`config.mk`:
```
export PLATFORM = sky130hd
export DESIGN_NAME = chromite_fetch_pc_stage0
export DESIGN_NICKNAME = d
export VERILOG_FILES = /design/src/rtl/chromite_fetch_pc_stage0.sv
export SDC_FILE = /design/constraint.sdc
export NUM_CORES = 1
export LEC_CHECK = 0
export ABC_CLOCK_PERIOD_IN_PS = 2400
export CELL_PAD_IN_SITES_DETAIL_PLACEMENT = 1
export CELL_PAD_IN_SITES_GLOBAL_PLACEMENT = 1
export CORE_AREA = 2 2 153 192
export CTS_BUF_LIST = sky130_fd_sc_hd__clkbuf_8
export DETAILED_ROUTE_END_ITERATION = 10
export DIE_AREA = 0 0 155 194
export MAX_ROUTING_LAYER = met4
export PLACE_DENSITY = 0.77
export SKIP_CTS_REPAIR_TIMING = 1
export SYNTH_ARGS = -nofsm -noshare
export SYNTH_HDL_FRONTEND = slang
export SYNTH_SLANG_ARGS = --single-unit
```
`constraint.sdc`:
```
create_clock -name CLK -period 2.4 [get_ports CLK]
set_input_delay 0.48 -clock CLK [delete_from_list [all_inputs] [get_ports CLK]]
set_output_delay 0.48 -clock CLK [all_outputs]
set_load 0.02 [all_outputs]
```
`src/rtl/chromite_fetch_pc_stage0.sv`:
```
// Stage-0 PC generation: holds the fetch PC, the epochs and the pending fence flags.
// Issues tagged fetch requests and fence requests, and applies prediction and flush redirects.
module chromite_fetch_pc_stage0 #(
    parameter int unsigned         XLEN     = 64,
    parameter logic [XLEN-1:0]     RESET_PC = 'h1000
) (
    input  logic            CLK,
    input  logic            RST_N,
    input  logic            flush_valid,
    input  logic [XLEN-1:0] flush_pc,
    input  logic            flush_fence,
    input  logic            flush_sfence,
    input  logic            update_eepoch_en,
    input  logic            update_wepoch_en,
    input  logic            bpu_pred_valid,
    input  logic            bpu_pred_taken,
    input  logic [XLEN-1:0] bpu_pred_target,
    output logic [XLEN-1:0] bpu_req_pc,
    output logic            req_valid,
    input  logic            req_ready,
    output logic [XLEN-1:0] req_pc,
    output logic [1:0]      req_epoch,
    output logic            fence_valid,
    output logic            fence_is_sfence,
    input  logic            fence_ready
);

    localparam int unsigned PCW = XLEN - 2;

    logic [XLEN-1:0] pc_q, pc_d;
    logic [XLEN-1:0] redirect_pc_q, redirect_pc_d;
    logic            delayed_redirect_q, delayed_redirect_d;
    logic            eepoch_q, eepoch_d;
    logic            wepoch_q, wepoch_d;
    logic            fence_q, fence_d;
    logic            sfence_q, sfence_d;

    logic            fence_pending;
    logic            req_fire;
    logic            fence_fire;
    logic [XLEN-1:0] seq_pc;

    // Request/fence valids are gated by reset; a pending delayed redirect wins over the fence.
    always_comb begin
        fence_pending   = fence_q | sfence_q;
        req_valid       = RST_N & (delayed_redirect_q | ~fence_pending);
        fence_valid     = RST_N & fence_pending & ~delayed_redirect_q;
        fence_is_sfence = sfence_q;
        req_pc          = pc_q;
        bpu_req_pc      = pc_q;
        req_epoch       = {eepoch_q, wepoch_q};
        req_fire        = req_valid & req_ready;
        fence_fire      = fence_valid & fence_ready;
        seq_pc          = {pc_q[XLEN-1:2] + PCW'(1), 2'b00};
    end

    // Next-state: epochs toggle independently; flush beats handshake; stalled flush is deferred.
    always_comb begin
        pc_d               = pc_q;
        redirect_pc_d      = redirect_pc_q;
        delayed_redirect_d = delayed_redirect_q;
        eepoch_d           = eepoch_q ^ update_eepoch_en;
        wepoch_d           = wepoch_q ^ update_wepoch_en;
        fence_d            = fence_q;
        sfence_d           = sfence_q;

        if (fence_fire) begin
            fence_d  = 1'b0;
            sfence_d = 1'b0;
        end

        if (flush_valid) begin
            fence_d  = fence_d | flush_fence;
            sfence_d = sfence_d | flush_sfence;
            if (req_valid && !req_ready) begin
                // The stalled request must stay stable, so park the target.
                redirect_pc_d      = flush_pc;
                delayed_redirect_d = 1'b1;
            end else begin
                pc_d               = flush_pc;
                delayed_redirect_d = 1'b0;
            end
        end else if (req_fire) begin
            if (delayed_redirect_q) begin
                pc_d               = redirect_pc_q;
                delayed_redirect_d = 1'b0;
            end else if (bpu_pred_valid && bpu_pred_taken) begin
                pc_d = bpu_pred_target;
            end else begin
                pc_d = seq_pc;
            end
        end
    end

    // State register with synchronous active-low reset.
    always_ff @(posedge CLK) begin
        if (!RST_N) begin
            pc_q               <= RESET_PC;
            redirect_pc_q      <= '0;
            delayed_redirect_q <= 1'b0;
            eepoch_q           <= 1'b0;
            wepoch_q           <= 1'b0;
            fence_q            <= 1'b0;
            sfence_q           <= 1'b0;
        end else begin
            pc_q               <= pc_d;
            redirect_pc_q      <= redirect_pc_d;
            delayed_redirect_q <= delayed_redirect_d;
            eepoch_q           <= eepoch_d;
            wepoch_q           <= wepoch_d;
            fence_q            <= fence_d;
            sfence_q           <= sfence_d;
        end
    end

endmodule

```
==> metrics <==
Place WS 0.0117 ns; H-Tree Depth 4; Area Growth Syn to Fin 45.8%; gr usage total a little over a quarter; vias roughly 11k; clk root buf clkbuf_8; drt total wl approximately 39000 microns; Max rail drop VDD 0.000317 V; final worst-path setup slack 0.0726 ns; Worst Path Max Fanout 10; FF-to-FF Start bpu_req_pc[13]$_SDFFE_PN0P_; first-pass GRT wire length 61500 microns; 1st-iter DRT viols about 660; IO buf count 271; die area 30100 sq um; Worst EP arrival roughly 2.7 ns; average wire per standard cell 21.2 microns; final core area utilization roughly 45%; Nets 1620; Psw 2.34 mW; Combinational Power Share between 30% and 40%; most common cell after layout, fill and taps aside clkdlybuf4s50_1; Post-Synth XOR/XNOR Area 2.64%; clk sinks 133; post-synthesis register bit count about 130; Sw Share 33.4%; Die X 155 microns; length of the first detailed-routing pass in iterations 5; Distinct cells, synth 70; worst skew pair latency around 0.47 ns; crit share post-route 97.0%; Clock transition at path regs 0.09 ns; most frequent cells in the layout clkdlybuf4s50_1, nand2_1, a21oi_1, buf_4, dfxtp_1; Internal Power 4.67 mW; Detail Route Antenna Nets 0; max-cap violation count 0; grt total ovfl 0; drc violations 0; fin cells 1850; clock tree buffer depth 2; Clk pwr share 32.6%; # setup viols final 0; share of cells above drive strength 1 13.9%; asr flop ratio synth 0%; Final Hold Vio Count 0; area fraction of the dominant cell type after synthesis a little under a third; Power, Total 7.01 mW; Die Span Y about 190 microns; hold crit path type flop to flop; Mapped Avg Cell Area 7.08 sq um; status completed; vias in the first global route 11.0k; CTS tree done; Setup crit start kind flop; Placed Instances 1814; Post-Synth Adder-Cell Area 0.145%; Simple-Gate Fraction of Synth Area 28.1%; largest net degree at the start of global routing 156; Relative slew margins 46.5%; Final Max Slew Viols 0; DR vias/cell 5.68; sequential share of power 35.7%; Post-synth EDFFs 0; Crit path required time 2.77 ns; slew at the pin with the worst max-slew slack 0.803 ns; Pleak 4.44 nW; hold_sp redirect_pc_q[0]$_SDFFE_PN0P_; main combinational cell family by area after synthesis simple AND/OR/NAND/NOR gates; largest cells by area after synthesis dfxtp_1, nand2_1, a21oi_1, buf_4, nor2_1; gp weighted congestion 0.921; initial core utilization 30.6%; Final HPWL DP around 29000 microns; Worst Setup SP bpu_req_pc[13]$_SDFFE_PN0P_; mux share of post-synthesis cell area 0.594%; final hold slack 0.459 ns; top_reg_cell synth dfxtp_1; RSZ-0062 raised after global routing yes; Final min period 2.33 ns; TritonCTS buffer count 17; Rows 69; Netlist Area Pre-Place 8630 sq um; Syn Inst Count about 1.2k; Core Region 28200 sq um; synth warn 0; Synth area leader dfxtp_1; critical setup path kind flop to flop; Power Dens Cells ~560 nW/um^2; Synth Area in Compound Gates 26.8%; Ports around 270; Setup Skew 0.0143 ns; Peak Freq 430 MHz; syn_nets 1359; initial antenna violation count 2; critical path capture point type flop; Seq/Total Area, Yosys 30.8%
flip-flops by register name (all words and copies together) (netlist names):
name and count:
wepoch_q 1, eepoch_q 1, fence_q 1, delayed_redirect_q 1, bpu_req_pc 64, redirect_pc_q 64
fence_is_sfence 1
per-layer routing:
layer  part of all wire [%]  global-route usage, %  vias to the layer above
met5                      0                      -                        -
met4                    2.6                   9.09                        0
met3                    5.4                   4.27                       79
met2                     50                   45.8                      363
met1                     41                   31.5                     5219
li1                       -                      -                     4843
cells by family (layout without fill, tap and decap cells):
family / Yosys count / in the layout
AO/OA/AOI/OAI: 363 / 363
XOR/XNOR: 26 / 26
adder cells (fa/ha/maj): 1 / 1
buffers and inverters: 183 / 457
flip-flops: 133 / 133
multiplexers: 5 / 5
other: 0 / 2
AND/OR/NAND/NOR: 508 / 508
final timing paths:
path	end	slack, ns	cells after the start
min reg2reg	redirect_pc_q[0]$_SDFFE_PN0P_	0.46	2
max reg2reg	bpu_req_pc[25]$_SDFFE_PN0P_	0.07	7
min	redirect_pc_q[0]$_SDFFE_PN0P_	0.46	2
max	bpu_req_pc[25]$_SDFFE_PN0P_	0.07	7
synth_stat cells, drive strengths merged (12+ instances only):
| master | n |
|---|---|
| nand2 | 225 |
| a21oi | 137 |
| dfxtp | 133 |
| nor2 | 84 |
| buf | 80 |
| clkbuf | 80 |
| o21ai | 61 |
| nand3 | 48 |
| nor3 | 35 |
| o211ai | 34 |
| a211oi | 26 |
| nand4 | 26 |
| inv | 23 |
| nor4 | 15 |
| a221oi | 14 |
| nand2b | 14 |
| xnor2 | 14 |
| o31ai | 13 |
| or3 | 13 |
| xor2 | 12 |
power groups by stage:
stage	clock [mW]	combinational [mW]	sequential, mW
3_5_place_dp	0	2.20	2.55
5_1_grt	2.41	2.37	2.52
2_1_floorplan	0	0.970	2.70
6_report	2.28	2.22	2.50
3_3_place_gp	0	2.17	2.54
4_1_cts	2.31	2.22	2.50
metrics by stage:
stage | TNS [ns] | area [sq um]
3_3_place_gp | 0 | 12100
3_5_place_dp | 0 | 12100
2_1_floorplan | -0.00672 | 8680
6_report | 0 | 12600
4_1_cts | -0.439 | 12500
5_1_grt | -0.0385 | 12600
cell type report:
cell class,count,area [sq um]
flip-flops and latches,133,2700
inverters,23,87.6
well taps,355,444
multi-input cells,903,5080
fillers,3452,15600
diodes,2,5.00
clock inverters,13,205
clock buffers,19,262
repair buffers,402,3810
worst max-delay path, cell delays in order (launching register included):
cell,delay (ns)
dfxtp_2,0.35
nand4_4,0.10
or4_4,0.59
buf_6,0.17
or4_1,0.50
a311oi_1,0.23
a21oi_1,0.07
o221ai_1,0.22
Note: power is estimated with default switching activity, not from simulation.
